===== src/rtl/psc_trigger_pkg.sv =====
// rtl/psc_trigger_pkg.sv - shared constants and rx FSM state type for the PSC trigger link
package psc_trigger_pkg;

    localparam logic [7:0] CRC8_POLY_DEFAULT    = 8'h07;
    localparam int         SYMBOL_BITS          = 10;
    localparam int         CLKS_PER_BIT_DEFAULT = 5;

    typedef enum logic [1:0] {
        RX_IDLE,
        RX_START,
        RX_DATA,
        RX_STOP
    } rx_state_e;

endpackage


===== src/rtl/psc_crc8_byte_update.sv =====
// rtl/psc_crc8_byte_update.sv - combinational CRC-8 update by one byte, MSB first
module psc_crc8_byte_update
    import psc_trigger_pkg::*;
#(
    parameter logic [7:0] CRC_POLY = CRC8_POLY_DEFAULT
) (
    input  logic [7:0] crc,
    input  logic [7:0] data,
    output logic [7:0] crc_next
);

    logic [7:0] acc;

    always_comb begin
        acc = crc ^ data;
        for (int i = 0; i < 8; i++) begin
            acc = acc[7] ? ({acc[6:0], 1'b0} ^ CRC_POLY) : {acc[6:0], 1'b0};
        end
        crc_next = acc;
    end

endmodule


===== src/rtl/psc_trigger_frame_receiver.sv =====
// rtl/psc_trigger_frame_receiver.sv - deserialises psc_output symbols into CRC-8 checked frames
module psc_trigger_frame_receiver
    import psc_trigger_pkg::*;
#(
    parameter int         CLKS_PER_BIT = CLKS_PER_BIT_DEFAULT,
    parameter int         FRAME_BYTES  = 4,
    parameter logic [7:0] CRC_POLY     = CRC8_POLY_DEFAULT,
    parameter int         IDLE_BITS    = 12
) (
    input  logic        clk,
    input  logic        reset,
    input  logic        serial_in,
    output logic [7:0]  byte_data,
    output logic        byte_valid,
    output logic        frame_done,
    output logic        crc_ok,
    output logic        framing_error,
    output logic [15:0] frame_count
);

    localparam int IDX_W      = $clog2(FRAME_BYTES);
    localparam int IDLE_LIMIT = IDLE_BITS * CLKS_PER_BIT;
    localparam int IDLE_W     = $clog2(IDLE_LIMIT + 1);

    localparam logic [7:0]        HALF_BIT   = 8'(CLKS_PER_BIT / 2);
    localparam logic [7:0]        FULL_BIT   = 8'(CLKS_PER_BIT - 1);
    localparam logic [IDX_W-1:0]  LAST_IDX   = IDX_W'(FRAME_BYTES - 1);
    localparam logic [IDLE_W-1:0] IDLE_LAST  = IDLE_W'(IDLE_LIMIT - 1);

    rx_state_e         state_q, state_d;
    logic              sync_q1, sync_q2, rx_prev;
    logic [7:0]        bit_cnt_q;
    logic [2:0]        data_cnt_q;
    logic [7:0]        shift_q;
    logic [IDX_W-1:0]  idx_q;
    logic [7:0]        crc_q;
    logic [7:0]        crc_next;
    logic [IDLE_W-1:0] idle_cnt_q;

    logic rx, fall, tick;
    logic load_half, reload_full, shift_en, byte_accept, frame_err, idle_abort;

    assign rx   = sync_q2;
    assign fall = rx_prev & ~rx;
    assign tick = (bit_cnt_q == 8'd0);

    psc_crc8_byte_update #(.CRC_POLY(CRC_POLY)) u_crc (
        .crc      (crc_q),
        .data     (shift_q),
        .crc_next (crc_next)
    );

    always_ff @(posedge clk) begin
        if (!reset) state_q <= RX_IDLE;
        else        state_q <= state_d;
    end

    always_comb begin
        state_d = state_q;
        unique case (state_q)
            RX_IDLE:  if (fall) state_d = RX_START;
            RX_START: if (tick) state_d = rx ? RX_IDLE : RX_DATA;
            RX_DATA:  if (tick && data_cnt_q == 3'd7) state_d = RX_STOP;
            RX_STOP:  if (tick) state_d = RX_IDLE;
            default:  state_d = RX_IDLE;
        endcase
    end

    always_comb begin
        load_half   = (state_q == RX_IDLE) && fall;
        reload_full = tick && (((state_q == RX_START) && !rx) || (state_q == RX_DATA));
        shift_en    = tick && (state_q == RX_DATA);
        byte_accept = tick && (state_q == RX_STOP) && rx;
        frame_err   = tick && (state_q == RX_STOP) && !rx;
        idle_abort  = (state_q == RX_IDLE) && rx && (idx_q != '0) && (idle_cnt_q == IDLE_LAST);
    end

    always_ff @(posedge clk) begin
        if (!reset) begin
            sync_q1       <= 1'b1;
            sync_q2       <= 1'b1;
            rx_prev       <= 1'b1;
            bit_cnt_q     <= 8'd0;
            data_cnt_q    <= 3'd0;
            shift_q       <= 8'd0;
            idx_q         <= '0;
            crc_q         <= 8'd0;
            idle_cnt_q    <= '0;
            byte_data     <= 8'd0;
            byte_valid    <= 1'b0;
            frame_done    <= 1'b0;
            crc_ok        <= 1'b0;
            framing_error <= 1'b0;
            frame_count   <= 16'd0;
        end else begin
            sync_q1       <= serial_in;
            sync_q2       <= sync_q1;
            rx_prev       <= rx;
            byte_valid    <= 1'b0;
            frame_done    <= 1'b0;
            framing_error <= 1'b0;

            if (load_half)            bit_cnt_q <= HALF_BIT;
            else if (reload_full)     bit_cnt_q <= FULL_BIT;
            else if (bit_cnt_q != 0)  bit_cnt_q <= bit_cnt_q - 8'd1;

            if (state_q == RX_START) data_cnt_q <= 3'd0;
            if (shift_en) begin
                shift_q    <= {shift_q[6:0], rx};
                data_cnt_q <= data_cnt_q + 3'd1;
            end

            // The last byte of a frame is the transmitted CRC, never folded into the running CRC.
            if (byte_accept) begin
                byte_data  <= shift_q;
                byte_valid <= 1'b1;
                if (idx_q == LAST_IDX) begin
                    frame_done <= 1'b1;
                    crc_ok     <= (shift_q == crc_q);
                    if (shift_q == crc_q) frame_count <= frame_count + 16'd1;
                    idx_q      <= '0;
                    crc_q      <= 8'd0;
                end else begin
                    idx_q <= idx_q + 1'b1;
                    crc_q <= crc_next;
                end
            end else if (frame_err || idle_abort) begin
                framing_error <= frame_err;
                idx_q         <= '0;
                crc_q         <= 8'd0;
            end

            if (state_q != RX_IDLE || !rx || idx_q == '0 || idle_abort) idle_cnt_q <= '0;
            else                                                         idle_cnt_q <= idle_cnt_q + 1'b1;
        end
    end

endmodule


===== config.mk =====
export PLATFORM = sky130hd
export DESIGN_NAME = psc_trigger_frame_receiver
export DESIGN_NICKNAME = d
export VERILOG_FILES = /design/src/rtl/psc_trigger_pkg.sv /design/src/rtl/psc_crc8_byte_update.sv /design/src/rtl/psc_trigger_frame_receiver.sv
export SDC_FILE = /design/constraint.sdc
export NUM_CORES = 1
export LEC_CHECK = 0
export CORE_MARGIN = 2
export CORE_UTILIZATION = 55
export DETAILED_ROUTE_END_ITERATION = 7
export GPL_ROUTABILITY_DRIVEN = 0
export PLACE_DENSITY_LB_ADDON = 0.2
export SLEW_MARGIN = 5
export SYNTH_ARGS = -nofsm -noshare
export SYNTH_HDL_FRONTEND = slang
export SYNTH_SLANG_ARGS = --single-unit

===== constraint.sdc =====
create_clock -name clk -period 4.85 [get_ports clk]
set_input_delay 0.485 -clock clk [delete_from_list [all_inputs] [get_ports clk]]
set_output_delay 0.485 -clock clk [all_outputs]
set_load 0.005 [all_outputs]

==> impl_metrics.yaml, run 1 <==
status:
  status: "completed"
drt:
  avgViaCountPerCell: 5.78
  drc: 0
  ant_nets: 0
  num_vias: 2732
  first_iter_violations: 159
  wl_mm: 6.92
  wl_per_cell_um: 14.6
  first_pass_iters: 4
floorplanning:
  rows: 28
  start_util_pct: 56.4
  chipHeight_um: 81.5
  die_w_um: 81.5
  die-area_um2: 6640
  io_pins: 31
  core_area_um2: 5850
worst_setup_path:
  crit_chain: "or4_1 > or4_4 > or4_1 > a21oi_1"
  critical_path_peak_fanout: 27
  slowest_stage: "or4_4"
  path_common_cell: "or4_1"
  max_stage_delay_ns: 0.73
  r2r_slack_ns: 2.24
  crit_end: "frame_count[6]"
  reg2regPathDepth: 4
  reg2reg_to: "frame_count[6]"
  r2r_start: "bit_cnt_q[3]"
  startpoint: "bit_cnt_q[3]"
  crit_required_ns: 5.11
  critPathLaunchType: "flop"
  critPathCaptureType: "flop"
  worstSetupPathType: "flop to flop"
  cp.arrival_ns: 2.87
clock_tree:
  cts_sinks: 68
  clkLatencyLatePin_ns: 0.34
  cts_root_buffer: "clkbuf_8"
  htreeDepth: 3
  post_cts_buffers: 0
  postCtsHoldBufs: 0
  tritoncts: "built"
  path_clk_slew_ns: 0.07
  cts_resized: 0
  cts_buffers: 9
  clockBufferDepth: 2
sta:
  fin_worst_skew_ns: 0.00389
  slew_viol_final: 0
  finalSetupViolCount: 0
  max_slew.worst_pin.slew_ns: 1.15
  fmax_ghz: 0.383
  rsz0062_at_grt: "false"
  final.min_clock_period_ns: 2.61
  setup_tns_ns: 0
  period_share_pct: 53.8
  hold_violations: 0
  slew_headroom_pct: 22.4
cells_and_area:
  final_common_cell: "dfxtp_1"
  nFillCells: 470
  layout-drive-gt1-share_pct: 4.77
  regArea_um2: 1360
  multiInputGateArea_um2: 1820
  final_cell_mix: "68 x dfxtp_1, 37 x nand2_1, 33 x nor2_1"
  num-nets-final: 407
  diodes: 0
  areaGrowthSynthToFinish_pct: 18.5
  utilization_pct: 66.9
job:
  drv_cap: 0
logic_synthesis:
  synth_nets: 380
  synthCells: 366
  synth_area_leaders: "dfxtp_1 41%, xnor2_1 5.0%, nand2_1 4.2%"
  synth_area_um2: 3300
  synth-edff-count: 0
  synth_top_area_cell: "dfxtp_1"
  yosysWarnings: 0
  ys_seq_area_share_pct: 41.2
  synth-seq-cells: 68
  synth_top_area_share_pct: 41.2
  avgSynthCellArea_um2: 9.02
  async_reset_ff_share_pct: 0
  ys.flop_type: "dfxtp_1"
  synth.distinct_cells: 48
grt:
  gr-total-overflow: 0
  grt_max_degree: 33
  antenna_found_initial: 0
  grt_usage_pct: 22.2
  grt_pass1_wl_mm: 11.3
  grt_pass1_vias: 2460
placement:
  hpwlAfterDp_mm: 4.63
  io_buffers: 30
power_and_ir_drop:
  p_per_area_nw_per_um2: 375
  vdd_drop_max_mv: 0.214
  leakagePower_uw: 0.00147
min_path:
  hold_path_class: "flop to flop"
[state kept, by name, indices dropped and copies added, names as in the netlist, named ones only]
name,flops
bit_cnt_q,8
byte_data,8
byte_valid,1
crc_ok,1
crc_q,8
data_cnt_q,3
frame_count,16
frame_done,1
framing_error,1
idle_cnt_q,6
idx_q,2
rx,1
rx_prev,1
shift_q,8
state_q,1
sync_q1,1
[cell families after synthesis]
kind of cell	synth area share, %
mux	3.94
flops	41.2
xor+xnor	9.85
simple gates	24.9
fa+ha+maj	4.17
compound gates	12.4
buf+inv	3.56
[how the worst min path moves through the flow]
stage	start	slack, ns	end	cells after the start
4_1_cts	sync_q1	0.42	rx	1
5_1_grt	sync_q1	0.43	rx	1
6_report	sync_q1	0.41	rx	1
2_1_floorplan	sync_q1	0.39	rx	1
3_5_place_dp	sync_q1	0.40	rx	1
3_3_place_gp	sync_q1	0.39	rx	1
[final cells by class]
cell class	count	share of cell area (%)
clock inverter	4	3.07
multi-input combinational	269	46.6
tap	75	2.40
inverter	12	1.15
sequential	68	34.8
clock buffer	12	3.71
timing repair buffer	33	8.25
[critical path: cells and delay by family (launching register included)]
kind,cells,cell delay (ns)
and+or+nand+nor,3,2.00
AOI/OAI and AO/OA,1,0.17
DFF,1,0.35
[synth_stat cells (2+ instances only)]
master and count:
a211o_1 2, a21oi_1 21, a22o_1 5, a31oi_1 2
a41oi_1 2, and3_1 8, and4_1 2, clkbuf_1 14
dfxtp_1 68, ha_1 11, inv_1 12, mux2i_1 13
nand2_1 37, nand2b_1 15, nand3_1 13, nand4_1 7
nor2_1 33, nor2b_1 5, nor3_1 3, nor3b_1 5
nor4_1 11, nor4b_1 2, o21a_1 3, o21ai_0 4
o22a_1 2, o311ai_0 2, o31a_1 2, o31ai_1 9
or4_1 9, xnor2_1 19, xnor3_1 3, xor2_1 5
xor3_1 2
[report_power, final]
part	internal (uW)	total, uW	switching (uW)
combinational	95.2	235	140
clock	408	616	208
sequential	582	616	34.0
total	1090	1470	382
[routing by layer]
layer	part of all wire [%]	global-route usage (%)	up-vias	wire length [um]
met4	2.2	12.5	0	150
met3	3.8	4.62	15	262
met2	48	35.2	60	3310
met1	46	28.2	1292	3190
met5	0	0	-	0
li1	-	-	1365	-
[per-stage QoR]
stage,setup WS [ns],area (um2),instances,hold slack (ns),power [uW]
detailed placement,2.32,3650,457,0.404,860
floorplan,2.54,3300,366,0.386,805
finish,2.24,3910,473,0.414,1470
global route,2.06,3910,473,0.427,1540
global placement,2.32,3650,457,0.388,852
CTS,2.24,3910,473,0.421,1480
Power figures use the tool's default switching activity.
==> inputs of run 2 (changes only) <==
==> constraint.sdc (replaced) <==
create_clock -name clk -period 2.6 [get_ports clk]
set_input_delay 0.26 -clock clk [delete_from_list [all_inputs] [get_ports clk]]
set_output_delay 0.26 -clock clk [all_outputs]
set_load 0.005 [all_outputs]
==> run 2 against run 1 <==
  * Via count rose by 1.5%
  * Worst setup slack got worse by 2.1 ns
  * Clock skew rose by 0.0016 ns
  * Critical path type unchanged
  * Highest routed layer unchanged
==> impl_metrics.yaml, run 2 (same netlist as run 1, synthesis figures left out) <==
sta:
  setup_tns_ns: 0
  slew_viol_final: 0
  rsz0062_at_grt: "false"
  max_slew.worst_pin.slew_ns: 0.532
  slew_headroom_pct: 64.4
  final.min_clock_period_ns: 2.45
  finalSetupViolCount: 0
  fmax_ghz: 0.408
  period_share_pct: 94.2
  fin_worst_skew_ns: 0.00548
  hold_violations: 0
cells_and_area:
  layout-drive-gt1-share_pct: 7.58
  final_common_cell: "dfxtp_1"
  registers.top_by_ff_count: "frame_count"
  areaGrowthSynthToFinish_pct: 19.0
  largest_reg_flops: 16
  fin_area_um2: 3930
  diodes: 0
  num-nets-final: 418
  final_cell_mix: "68 x dfxtp_1, 37 x nand2_1, 33 x nor2_1"
grt:
  grt_pass1_vias: 2515
  grt_usage_pct: 23.0
  gr-total-overflow: 0
  grt_max_degree: 28
  grt_pass1_wl_mm: 11.7
  antenna_found_initial: 0
clock_tree:
  htreeDepth: 3
  cts_buffers: 9
  cts_root_buffer: "clkbuf_8"
  tritoncts: "built"
  clkLatencyLatePin_ns: 0.35
  post_cts_buffers: 0
  cts_sinks: 68
  clockBufferDepth: 2
  path_clk_slew_ns: 0.07
drt:
  avgViaCountPerCell: 5.73
  routed.top_layer: "met4"
  num_vias: 2773
  route.met3.wl_um: 265
  m1WireLength_mm: 3.26
  first_pass_iters: 4
  first_iter_violations: 151
  drc: 0
  ant_nets: 0
  wl_per_cell_um: 14.4
  routed-wl-met2_mm: 3.24
  wl_mm: 6.95
worst_setup_path:
  crit_chain: "or4_1 > or4_4 > or4_1 > a21oi_1"
  worstSetupPathType: "flop to flop"
  crit_required_ns: 2.88
  cp.arrival_ns: 2.72
  path_buf_inv: 0
  critical_path_peak_fanout: 27
  max_stage_delay_ns: 0.71
  slowest_stage: "or4_4"
  path_common_cell: "or4_1"
  path_delay_family: "simple AND/OR/NAND/NOR gates"
  critPathCaptureType: "flop"
  critPathLaunchType: "flop"
power_and_ir_drop:
  p_per_area_nw_per_um2: 630
  leakagePower_uw: 0.00149
  vdd_drop_max_mv: 0.422
placement:
  hpwlAfterDp_mm: 4.97
  io_buffers: 30
  placed_cell_area_um2: 3730
floorplanning:
  rows: 28
  core_area_um2: 5850
  io_pins: 31
  start_util_pct: 56.4
  die-area_um2: 6640
  chipHeight_um: 81.5
  die_w_um: 81.5
min_path:
  hold_path_class: "flop to flop"
job:
  drv_cap: 0
status:
  status: "completed"
==> run 2: timing repair <==
action                     in CTS  in global routing
setup endpoints to repair       0                  4
gates resized for setup         0                  2
hold buffers                    0                  0
==> run 2: path summary, 6_finish.rpt <==
check	from	to	slack (ns)	depth (start not counted)
hold / removal	sync_q1	rx	0.41	1
setup reg to reg	bit_cnt_q[3]	frame_count[5]	0.15	4
hold reg to reg	sync_q1	rx	0.41	1
setup / recovery	bit_cnt_q[3]	frame_count[5]	0.15	4
==> run 2: cell type report <==
class / count / area (um2)
timing repair buffer: 44 / 405
inverter: 12 / 45.0
multi-input combinational: 269 / 1830
tap: 75 / 93.8
fill: 477 / 1920
clock inverter: 4 / 48.8
clock buffer: 12 / 145
sequential: 68 / 1360
==> run 2: metal layers <==
layer | track usage (%) | up-vias
met2 | 35.2 | 63
met1 | 31.0 | 1304
met3 | 4.29 | 16
li1 | - | 1390
met5 | 0 | -
met4 | 11.9 | 0
==> run 2: worst reg2reg max path, stage by stage, from the launching register on <==
cell and delay (ns):
dfxtp_1 0.35, or4_1 0.62, or4_4 0.71, or4_1 0.55, a21oi_1 0.16
==> run 2: where the power goes <==
group / internal, uW / switching (uW) / total, uW
clock network: 468 / 391 / 859
registers: 1090 / 55.8 / 1140
logic: 206 / 268 / 474
==> run 2: through the flow <==
stage                     hold WS (ns)  instances  power [uW]  utilization (%)  worst slack [ns]
final                            0.415        484        2480             67.2             0.151
after CTS                        0.419        484        2500             67.0             0.146
after detailed placement         0.403        468        1640             63.7             0.170
after global routing             0.426        484        2600             67.2            0.0499
after floorplan                  0.356        366        1500                -             0.289
after global placement           0.389        468        1620             63.7             0.218
==> inputs of run 3 (changes only) <==
--- a/config.mk
+++ b/config.mk
@@ -7,6 +7,7 @@
 export LEC_CHECK = 0
 export CORE_MARGIN = 2
 export CORE_UTILIZATION = 55
+export CTS_BUF_LIST = sky130_fd_sc_hd__clkbuf_16
 export DETAILED_ROUTE_END_ITERATION = 7
 export GPL_ROUTABILITY_DRIVEN = 0
 export PLACE_DENSITY_LB_ADDON = 0.2
==> run 3 against run 2 <==
  * Die area is the same
  * Clock skew about the same
  * Global-route usage increased by 0.51 points
  * Clock power is 36% higher
  * Sequential share of layout area decreased by 0.79 points
  * Register-to-register slack barely moved
  * Largest power group is now clock
  * Highest routed layer unchanged
==> impl_metrics.yaml, run 3 (same netlist as run 1, synthesis figures left out) <==
sta:
  whs_ns: 0.411
  fin_worst_skew_ns: 0.00527
  setup_tns_ns: 0
  period_share_pct: 94.2
  slew_headroom_pct: 63.0
  finalSetupViolCount: 0
  slew_viol_final: 0
  fmax_ghz: 0.408
  final.min_clock_period_ns: 2.45
  max_slew.worst_pin.slew_ns: 0.548
  rsz0062_at_grt: "false"
  hold_violations: 0
clock_tree:
  htreeDepth: 3
  cts_resized: 0
  cts_sinks: 68
  tritoncts: "built"
  cts_root_buffer: "clkbuf_16"
  cts_buffers: 9
  postCtsHoldBufs: 0
  post_cts_buffers: 0
  clockBufferDepth: 2
  path_clk_slew_ns: 0.06
  clkLatencyLatePin_ns: 0.33
cells_and_area:
  final_cell_mix: "68 x dfxtp_1, 37 x nand2_1, 33 x nor2_1"
  final_common_cell: "dfxtp_1"
  fin_cells: 484
  registers.top_by_ff_count: "frame_count"
  layout-drive-gt1-share_pct: 7.33
  fin_area_um2: 4020
  num-nets-final: 418
  largest_reg_flops: 16
  areaGrowthSynthToFinish_pct: 21.8
  diodes: 0
worst_setup_path:
  cp.arrival_ns: 2.70
  critPathCaptureType: "flop"
  critical_path_peak_fanout: 27
  r2r_start: "bit_cnt_q[3]"
  r2r_slack_ns: 0.15
  critPathLaunchType: "flop"
  crit_required_ns: 2.85
  reg2regPathDepth: 4
  worstSetupPathType: "flop to flop"
  reg2reg_to: "frame_count[5]"
drt:
  first_iter_violations: 189
  first_pass_iters: 4
  ant_nets: 0
  drc: 0
  wl_per_cell_um: 14.9
  wl_mm: 7.21
  num_vias: 2782
  avgViaCountPerCell: 5.75
placement:
  placed_cell_area_um2: 3730
  hpwlAfterDp_mm: 4.97
  dp.cells: 468
  io_buffers: 30
floorplanning:
  chipHeight_um: 81.5
  die_w_um: 81.5
  start_util_pct: 56.4
  io_pins: 31
  core_area_um2: 5850
  die-area_um2: 6640
  rows: 28
grt:
  grt_max_degree: 28
  antenna_found_initial: 0
  grt_pass1_wl_mm: 12.0
  gr-total-overflow: 0
  grt_usage_pct: 23.5
  grt_pass1_vias: 2560
min_path:
  whs_path_depth: 1
  hold_path_class: "flop to flop"
  whs_endpoint: "rx"
  worst_hold_startpoint: "sync_q1"
power_and_ir_drop:
  power_uw: 2790
  vdd_drop_max_mv: 0.541
  leakagePower_uw: 0.00154
  p_per_area_nw_per_um2: 693
status:
  status: "completed"
job:
  drv_cap: 0
-- run 3: cell count changes in the layout (fill, tap and decap cells not counted) --
cell	before	now
clkbuf_8	10	0
clkbuf_16	0	9
clkbuf_1	2	0
inv_1	12	14
clkinv_1	0	1
-- run 3: per-layer routing --
metal,share of wire [%],vias to the layer above,track usage [%]
li1,-,1396,-
met1,46,1313,31.2
met2,47,62,37.0
met3,4.6,11,4.40
met4,1.8,0,11.2
met5,0,-,0
-- run 3: worst max-delay path, stage by stage, from the launching register on --
cell	delay (ns)
dfxtp_1	0.35
or4_1	0.62
or4_4	0.71
or4_1	0.54
a21oi_1	0.16
-- run 3: area by class of cell --
| type | count | area, um2 |
|---|---|---|
| Multi-Input combinational cell | 269 | 1830 |
| Fill cell | 466 | 1830 |
| Sequential cell | 68 | 1360 |
| Timing Repair Buffer | 44 | 405 |
| Clock buffer | 9 | 225 |
| Tap cell | 75 | 93.8 |
| Clock inverter | 7 | 60.1 |
| Inverter | 12 | 45.0 |
-- run 3: where the power goes --
group / internal, uW / leakage (uW) / switching, uW / total (uW)
combinational: 206 / 0.000842 / 270 / 476
clock: 729 / 0.000149 / 437 / 1170
sequential: 1090 / 0.000550 / 58.2 / 1150
total: 2020 / 0.00154 / 765 / 2790
-- run 3: worst max-delay path by stage --
stage            startpoint               to  slack [ns]  cells past startpoint
3_3_place_gp   bit_cnt_q[3]   frame_count[5]        0.22                      4
4_1_cts        bit_cnt_q[3]   frame_count[5]        0.15                      4
3_5_place_dp   bit_cnt_q[3]   frame_count[5]        0.17                      4
5_1_grt          shift_q[5]  frame_count[13]        0.02                      6
2_1_floorplan  bit_cnt_q[3]   frame_count[3]        0.29                      6
6_report       bit_cnt_q[3]   frame_count[5]        0.15                      4
-- run 3: metrics by stage --
stage	setup slack, ns	utilization (%)
6_report	0.151	68.7
5_1_grt	0.0164	68.7
4_1_cts	0.148	68.6
3_5_place_dp	0.170	63.7
3_3_place_gp	0.218	63.7
2_1_floorplan	0.289	-
